$ cat src/rtl/slot_pkg.sv
// Shared types and default constants for the slot reel spinner.
package slot_pkg;

  localparam int unsigned SYM_W        = 4;
  localparam int unsigned NUM_SYM_DEF  = 10;
  localparam int unsigned TICK_DIV_DEF = 4;
  localparam int unsigned STEP1_DEF    = 1;
  localparam int unsigned STEP2_DEF    = 3;
  localparam int unsigned STEP3_DEF    = 7;

  // Encoding name counts how many reels are still spinning.
  typedef enum logic [2:0] {
    IDLE  = 3'd0,
    SPIN3 = 3'd1,
    SPIN2 = 3'd2,
    SPIN1 = 3'd3,
    DONE  = 3'd4
  } state_t;

endpackage

$ cat src/rtl/slot_reel.sv
// One reel: symbol register that advances by STEP modulo NUM_SYM when adv is high.
module slot_reel
  import slot_pkg::*;
#(
  parameter int unsigned NUM_SYM = NUM_SYM_DEF,
  parameter int unsigned STEP    = STEP1_DEF
) (
  input  logic             clk,
  input  logic             rst,
  input  logic             adv,
  output logic [SYM_W-1:0] sym
);

  localparam int unsigned SUM_W = SYM_W + 1;

  logic [SUM_W-1:0] sum;

  // Sum needs one extra bit: sym + STEP can reach 2*NUM_SYM-2.
  assign sum = {1'b0, sym} + SUM_W'(STEP);

  always_ff @(posedge clk or posedge rst) begin
    if (rst) begin
      sym <= '0;
    end else if (adv) begin
      sym <= SYM_W'((sum >= SUM_W'(NUM_SYM)) ? sum - SUM_W'(NUM_SYM) : sum);
    end
  end

endmodule

$ cat src/rtl/slot_reel_spinner.sv
// Three-reel spinner: prescaled reel advance, button edge detect, stop-sequencing FSM
// and registered win compare feeding the win/lose display.
module slot_reel_spinner
  import slot_pkg::*;
#(
  parameter int unsigned NUM_SYM  = NUM_SYM_DEF,
  parameter int unsigned TICK_DIV = TICK_DIV_DEF,
  parameter int unsigned STEP1    = STEP1_DEF,
  parameter int unsigned STEP2    = STEP2_DEF,
  parameter int unsigned STEP3    = STEP3_DEF
) (
  input  logic             clk,
  input  logic             rst,
  input  logic             start,
  input  logic             stop,
  output logic [SYM_W-1:0] reel1,
  output logic [SYM_W-1:0] reel2,
  output logic [SYM_W-1:0] reel3,
  output logic [2:0]       spinning,
  output logic             result_valid,
  output logic             win
);

  localparam int unsigned CNT_W = (TICK_DIV > 1) ? $clog2(TICK_DIV) : 1;

  state_t           state;
  logic             start_prev;
  logic             stop_prev;
  logic [CNT_W-1:0] cnt;
  logic             start_edge;
  logic             stop_edge;
  logic             accept;
  logic             tick;
  logic [2:0]       frz;
  logic [2:0]       adv;

  assign start_edge = start & ~start_prev;
  assign stop_edge  = stop & ~stop_prev;
  assign accept     = start_edge && ((state == IDLE) || (state == DONE));
  assign tick       = (cnt == CNT_W'(TICK_DIV - 1));

  // Reel being frozen this cycle must not take a coincident tick.
  always_comb begin
    frz = 3'b000;
    if (stop_edge) begin
      case (state)
        SPIN3:   frz = 3'b001;
        SPIN2:   frz = 3'b010;
        SPIN1:   frz = 3'b100;
        default: frz = 3'b000;
      endcase
    end
  end

  assign adv = spinning & ~frz & {3{tick}};

  // Prescaler restarts on an accepted start so the first tick lands TICK_DIV clocks later.
  always_ff @(posedge clk or posedge rst) begin
    if (rst) begin
      cnt <= '0;
    end else if (accept || tick) begin
      cnt <= '0;
    end else begin
      cnt <= cnt + CNT_W'(1);
    end
  end

  always_ff @(posedge clk or posedge rst) begin
    if (rst) begin
      state        <= IDLE;
      start_prev   <= 1'b0;
      stop_prev    <= 1'b0;
      spinning     <= 3'b000;
      result_valid <= 1'b0;
      win          <= 1'b0;
    end else begin
      start_prev <= start;
      stop_prev  <= stop;
      case (state)
        IDLE, DONE: begin
          if (accept) begin
            state        <= SPIN3;
            spinning     <= 3'b111;
            result_valid <= 1'b0;
            win          <= 1'b0;
          end
        end
        SPIN3: begin
          if (stop_edge) begin
            state    <= SPIN2;
            spinning <= 3'b110;
          end
        end
        SPIN2: begin
          if (stop_edge) begin
            state    <= SPIN1;
            spinning <= 3'b100;
          end
        end
        SPIN1: begin
          if (stop_edge) begin
            state        <= DONE;
            spinning     <= 3'b000;
            result_valid <= 1'b1;
            win          <= (reel1 == reel2) && (reel2 == reel3);
          end
        end
        default: begin
          state    <= IDLE;
          spinning <= 3'b000;
        end
      endcase
    end
  end

  slot_reel #(.NUM_SYM(NUM_SYM), .STEP(STEP1)) u_reel1 (
    .clk (clk), .rst (rst), .adv (adv[0]), .sym (reel1)
  );

  slot_reel #(.NUM_SYM(NUM_SYM), .STEP(STEP2)) u_reel2 (
    .clk (clk), .rst (rst), .adv (adv[1]), .sym (reel2)
  );

  slot_reel #(.NUM_SYM(NUM_SYM), .STEP(STEP3)) u_reel3 (
    .clk (clk), .rst (rst), .adv (adv[2]), .sym (reel3)
  );

endmodule
$ cat config.mk
export PLATFORM = sky130hd
export DESIGN_NAME = slot_reel_spinner
export DESIGN_NICKNAME = d
export VERILOG_FILES = /design/src/rtl/slot_pkg.sv /design/src/rtl/slot_reel.sv /design/src/rtl/slot_reel_spinner.sv
export SDC_FILE = /design/constraint.sdc
export NUM_CORES = 1
export LEC_CHECK = 0
export CAP_MARGIN = 20
export CORE_UTILIZATION = 35
export DETAILED_ROUTE_END_ITERATION = 8
export GPL_ROUTABILITY_DRIVEN = 0
export PLACE_DENSITY = 0.59
export SLEW_MARGIN = 10
export SYNTH_ARGS = -nofsm -noshare
export SYNTH_HDL_FRONTEND = slang
export SYNTH_SLANG_ARGS = --single-unit
$ cat constraint.sdc
create_clock -name clk -period 3.8 [get_ports clk]
set_input_delay 0.76 -clock clk [delete_from_list [all_inputs] [get_ports clk]]
set_output_delay 0.76 -clock clk [all_outputs]
set_load 0.02 [all_outputs]
==> flow_summary.json, run 1 <==
{
  "layout-drive-gt1-share_pct": 7.95,
  "crit_arrival_ns": 1.51,
  "fin_nets": 191,
  "overflow": 0,
  "grt_antenna_before_repair": 0,
  "drt-pass1-iter-count": 4,
  "power_leakage_nw": 0.754,
  "cts_max_level": 1,
  "cp_num_buf_inv": 1,
  "worstRegToRegCells": 8,
  "cp-endpoint": "reel1[2]",
  "portBuffers": 20,
  "dpl.hpwl_um": 2320,
  "detail_route.wl_per_cell_um": 14.0,
  "ctsLongestPathBuffers": 2,
  "vias_per_cell": 5.34,
  "grt_pass1_wl_um": 5240,
  "cts_tree": "yes",
  "clkTransAtPathRegs_ns": 0.09,
  "totalWireLength_um": 3150,
  "syn-num-nets": 173,
  "maxCapViolations": 0,
  "clock_sinks": 24,
  "dp_cells": 222,
  "grt_pass1_vias": 1104,
  "hp-class": "reg -> reg",
  "hold_violations": 0,
  "fin_worst_skew_ns": 0.00170,
  "cts_setup_buffers": 0,
  "synth_top_cell_area_share_pct": 38.4,
  "floorplan.initialDensity_pct": 37.7,
  "cp.depth": 1,
  "critPathMaxStageDelay_ns": 0.68,
  "cp_max_fo": 11,
  "synthArstFlopShare_pct": 100,
  "cp_slowest_cell": "clkdlybuf4s50_1",
  "antenna_left": 0,
  "slew_violations": 0,
  "final_cells": 226,
  "crit-reg2reg-launch": "u_reel2.sym[0]",
  "regToRegEndpoint": "u_reel2.sym[2]",
  "yosys.area.top_type": "dfrtp_1",
  "total_power_mw": 1.66,
  "hold_slack_ns": 0.448,
  "die_y_um": 68.8,
  "slew-limit-headroom_pct": 38.1,
  "synth_cells": 159,
  "ys_warn_count": 0,
  "rsz0062_at_grt": "no",
  "powerDensity_nw_per_um2": 911,
  "endpoint_kind": "output pin",
  "tns_ns": 0,
  "max_freq_mhz": 440,
  "critPathKind": "reg -> out",
  "r2r_slack_ns": 1.57,
  "die_area_um2": 4740,
  "die_w_um": 68.8,
  "core_um2": 4140,
  "synth-seq-cells": 24,
  "cts_inserted_buffers": 3,
  "synth_area_leaders": "dfrtp_1 (38%), ha_1 (8.0%), xnor2_1 (3.9%), nor3_1 (3.2%), xor2_1 (2.8%)",
  "outcome": "finished, final reports clean",
  "final_common_cell": "dfrtp_1",
  "drc": 0,
  "fin_crit_sh_pct": 59.8,
  "grt_start_max_net_pins": 25,
  "ys.flop_type": "dfrtp_1",
  "cp-start-kind": "flip-flop",
  "cts_resized": 0,
  "synth_area_um2": 1560,
  "rows": 23,
  "peakVddDrop_uv": 287,
  "setup_viol": 0,
  "tightest_slew_ns": 0.928,
  "cp-startpoint": "u_reel1.sym[2]",
  "io_pins": 21,
  "fillers": 428,
  "grt_usage_pct": 15.0,
  "yosysSeqAreaShare_pct": 38.4,
  "ys_types": 45,
  "hold_buffers": 0,
  "vias": 1207,
  "synth_edf_count": 0,
  "insertion_delay_ns": 0.26,
  "syn_avg_cell_area_um2": 9.83,
  "final_cell_mix": "dfrtp_1 (24), clkdlybuf4s50_1 (20), inv_1 (11)",
  "path_cells": "clkdlybuf4s50_1",
  "finalCriticalPeriod_ns": 2.27,
  "cp.required_ns": 3.04,
  "clockRootBuffer": "clkbuf_8",
  "areaGrowthSynthToFinish_pct": 16.8,
  "crit_family": "buffers and inverters",
  "first_iter_violations": 82,
  "antenna_cells": 0
}
state kept, by name, indices dropped and copies added, names as in the netlist:
register,cells
state,3
stop_prev,1
win,1
u_reel1.sym,4
u_reel3.sym,4
start_prev,1
u_reel2.sym,4
spinning,3
cnt,2
result_valid,1
where the power goes:
part           switching (mW)  leakage [nW]  internal, mW
Combinational           0.479         0.435         0.463
Sequential              0.192         0.291         0.355
Clock                  0.0826        0.0288        0.0924
Total                   0.753         0.754         0.910
per-layer routing:
| metal | vias up | global-route usage (%) | part of all wire, % |
|---|---|---|---|
| met5 | - | 0 | 0 |
| met4 | 0 | 5.36 | 0.63 |
| met3 | 2 | 2.14 | 3.1 |
| met2 | 20 | 23.5 | 47 |
| met1 | 586 | 21.0 | 49 |
| li1 | 599 | - | - |
cell usage after synthesis, drive strengths merged, types with 3 or more instances:
cell,number
nor3,10
o31ai,3
o21ai,13
nand2,10
buf,6
and3,3
ha,10
inv,11
o22ai,4
nand2b,5
xnor2,7
a21oi,9
nor2,10
dfrtp,24
nand3,3
xor2,5
nor2b,3
worst min-delay path by stage:
stage	start	end	slack [ns]	cells after the start
detailed placement	cnt[0]	cnt[0]	0.44	1
global placement	cnt[0]	cnt[0]	0.43	1
CTS	cnt[0]	cnt[0]	0.45	1
finish	cnt[0]	cnt[0]	0.45	1
global route	cnt[0]	cnt[0]	0.47	1
floorplan	cnt[0]	cnt[0]	0.41	1
cell type report:
class,count,area (um^2),share of cell area (%)
tap,50,62.6,3.43
sequential,24,601,32.9
timing repair buffer,20,200,11.0
inverter,11,41.3,2.26
clock buffer,4,55.1,3.02
multi-input combinational,117,866,47.4
through the flow:
step                      worst slack [ns]  area, um^2  util [%]
after global placement                1.56        1770      42.7
after floorplan                       1.75        1560         -
after global routing                  1.47        1830      44.1
after detailed placement              1.46        1770      42.7
final                                 1.53        1830      44.1
after CTS                             1.54        1830      44.1
kinds of logic after synthesis:
family                   after synthesis  share of synthesized area (%)
adder cells (fa/ha/maj)               10                           8.01
flip-flops                            24                           38.4
AO/OA/AOI/OAI                         42                           20.5
XOR/XNOR                              12                           6.73
buffers and inverters                 18                           6.16
AND/OR/NAND/NOR                       53                           20.2
Note: power is estimated with default switching activity, not from simulation.
==> inputs of run 2 (changes only) <==
clock period = 2.1 ns   (was 3.8 ns; I/O delays follow)
==> run 2 against run 1 <==
  * Worst setup slack got worse by 1.4 ns
  * Sequential share of layout area decreased by 0.66 points
  * Final area increased by 2.1%
  * Total power increased by 83%
  * Critical path type is now reg -> reg
==> flow_summary.json, run 2 (synthesized netlist as in run 1, its figures left out) <==
{
  "hold_violations": 0,
  "ctsLongestPathBuffers": 2,
  "overflow": 0,
  "cts_inserted_buffers": 3,
  "areaGrowthSynthToFinish_pct": 19.2,
  "met1_length_um": 1530,
  "routed-wl-met3_um": 84,
  "clkTransAtPathRegs_ns": 0.09,
  "cp-start-kind": "flip-flop",
  "final_cell_mix": "dfrtp_1 (24), clkdlybuf4s50_1 (20), inv_1 (11)",
  "drc": 0,
  "r2r_slack_ns": 0.18,
  "max_freq_mhz": 520,
  "slew-limit-headroom_pct": 64.3,
  "fin_nets": 196,
  "maxCapViolations": 0,
  "cts_max_level": 1,
  "crit_top_cell": "ha_1",
  "path_cells": "ha_1 > xnor2_1 > ha_1 > and3b_1 > o21ai_0 > o31a_1 > o211ai_1",
  "hp-class": "reg -> reg",
  "endpoint_kind": "flip-flop",
  "cp.required_ns": 2.29,
  "antenna_cells": 0,
  "cts_resized": 0,
  "highest_layer": "met4",
  "grt_pass1_wl_um": 5290,
  "detail_route.wl_per_cell_um": 13.8,
  "clock_sinks": 24,
  "slew_violations": 0,
  "critPathKind": "reg -> reg",
  "grt_usage_pct": 15.4,
  "rows": 23,
  "clockRootBuffer": "clkbuf_8",
  "insertion_delay_ns": 0.28,
  "critPathMaxStageDelay_ns": 0.46,
  "cp.depth": 7,
  "vias_per_cell": 5.23,
  "cts_tree": "yes",
  "crit_family": "adder cells",
  "crit-reg2reg-launch": "u_reel1.sym[0]",
  "antenna_left": 0,
  "outcome": "finished, final reports clean",
  "reg_top3": "u_reel1.sym x4, u_reel2.sym x4, u_reel3.sym x4",
  "grt_start_max_net_pins": 25,
  "fin_crit_sh_pct": 91.6,
  "hold_slack_ns": 0.444,
  "setup_viol": 0,
  "io_pins": 21,
  "cp_slowest_cell": "dfrtp_1",
  "dpl.hpwl_um": 2380,
  "totalWireLength_um": 3180,
  "finalCriticalPeriod_ns": 1.92,
  "cp-startpoint": "u_reel1.sym[0]",
  "die_y_um": 68.8,
  "final_common_cell": "dfrtp_1",
  "place_ws_ns": 0.137,
  "crit_arrival_ns": 2.12,
  "rsz0062_at_grt": "no",
  "die_w_um": 68.8,
  "fin_worst_skew_ns": 0.00729,
  "dr_wl_met2_um": 1500,
  "cp-endpoint": "u_reel1.sym[2]",
  "grt_antenna_before_repair": 0,
  "floorplan.initialDensity_pct": 37.7,
  "core_um2": 4140,
  "hold_buffers": 0,
  "first_iter_violations": 54,
  "tightest_slew_ns": 0.536,
  "vias": 1208,
  "worstRegToRegCells": 7,
  "grt_pass1_vias": 1136,
  "power_leakage_nw": 0.779,
  "layout-drive-gt1-share_pct": 10.5,
  "die_area_um2": 4740,
  "fin_ws_ns": 0.176,
  "peakVddDrop_uv": 565,
  "cp_num_buf_inv": 0,
  "powerDensity_nw_per_um2": 1640,
  "regToRegEndpoint": "u_reel1.sym[2]",
  "cts_setup_buffers": 0,
  "portBuffers": 20,
  "tns_ns": 0,
  "drt-pass1-iter-count": 4,
  "cp_max_fo": 7
}
[run 2: power breakdown]
part	switching (mW)	total [mW]	internal, mW
Clock	0.154	0.322	0.168
Sequential	0.309	0.952	0.642
Combinational	0.905	1.78	0.871
[run 2: metrics by stage]
stage          power, mW  instance area, um^2  util [%]  std cells
2_1_floorplan       2.22                 1560         -        159
6_report            3.05                 1860      45.0        231
4_1_cts             3.07                 1860      45.0        231
3_3_place_gp        2.70                 1810      43.6        227
3_5_place_dp        2.74                 1810      43.6        227
5_1_grt             3.32                 1860      45.0        231
[run 2: worst min path at each step]
stage | startpoint | endpoint | slack [ns] | cells past startpoint
CTS | cnt[0] | cnt[0] | 0.44 | 1
finish | cnt[0] | cnt[0] | 0.44 | 1
global route | cnt[0] | cnt[0] | 0.47 | 1
global placement | cnt[0] | cnt[0] | 0.43 | 1
detailed placement | cnt[0] | cnt[0] | 0.43 | 1
floorplan | cnt[0] | cnt[0] | 0.41 | 1
[run 2: per-layer routing]
layer | vias to the layer above | global-route usage, %
li1 | 607 | -
met1 | 575 | 19.8
met2 | 21 | 24.9
met3 | 5 | 2.47
met4 | 0 | 7.65
met5 | - | 0
[run 2: cell type report]
cell class | instances | area, um^2
Multi-Input combinational cell | 117 | 866
Fill cell | 401 | 2280
Tap cell | 50 | 62.6
Sequential cell | 24 | 601
Clock buffer | 4 | 55.1
Inverter | 11 | 41.3
Timing Repair Buffer | 25 | 238
[run 2: worst reg2reg max path, stage by stage, from the launching register on]
cell	delay [ns]
dfrtp_1	0.46
ha_1	0.30
xnor2_1	0.23
ha_1	0.28
and3b_1	0.21
o21ai_0	0.07
o31a_1	0.11
o211ai_1	0.17
==> inputs of run 3 (changes only) <==
SLEW_MARGIN = 20   (was 10)
==> results of run 3 <==
No change in the layout: final DEF, timing and power equal those of run 2.
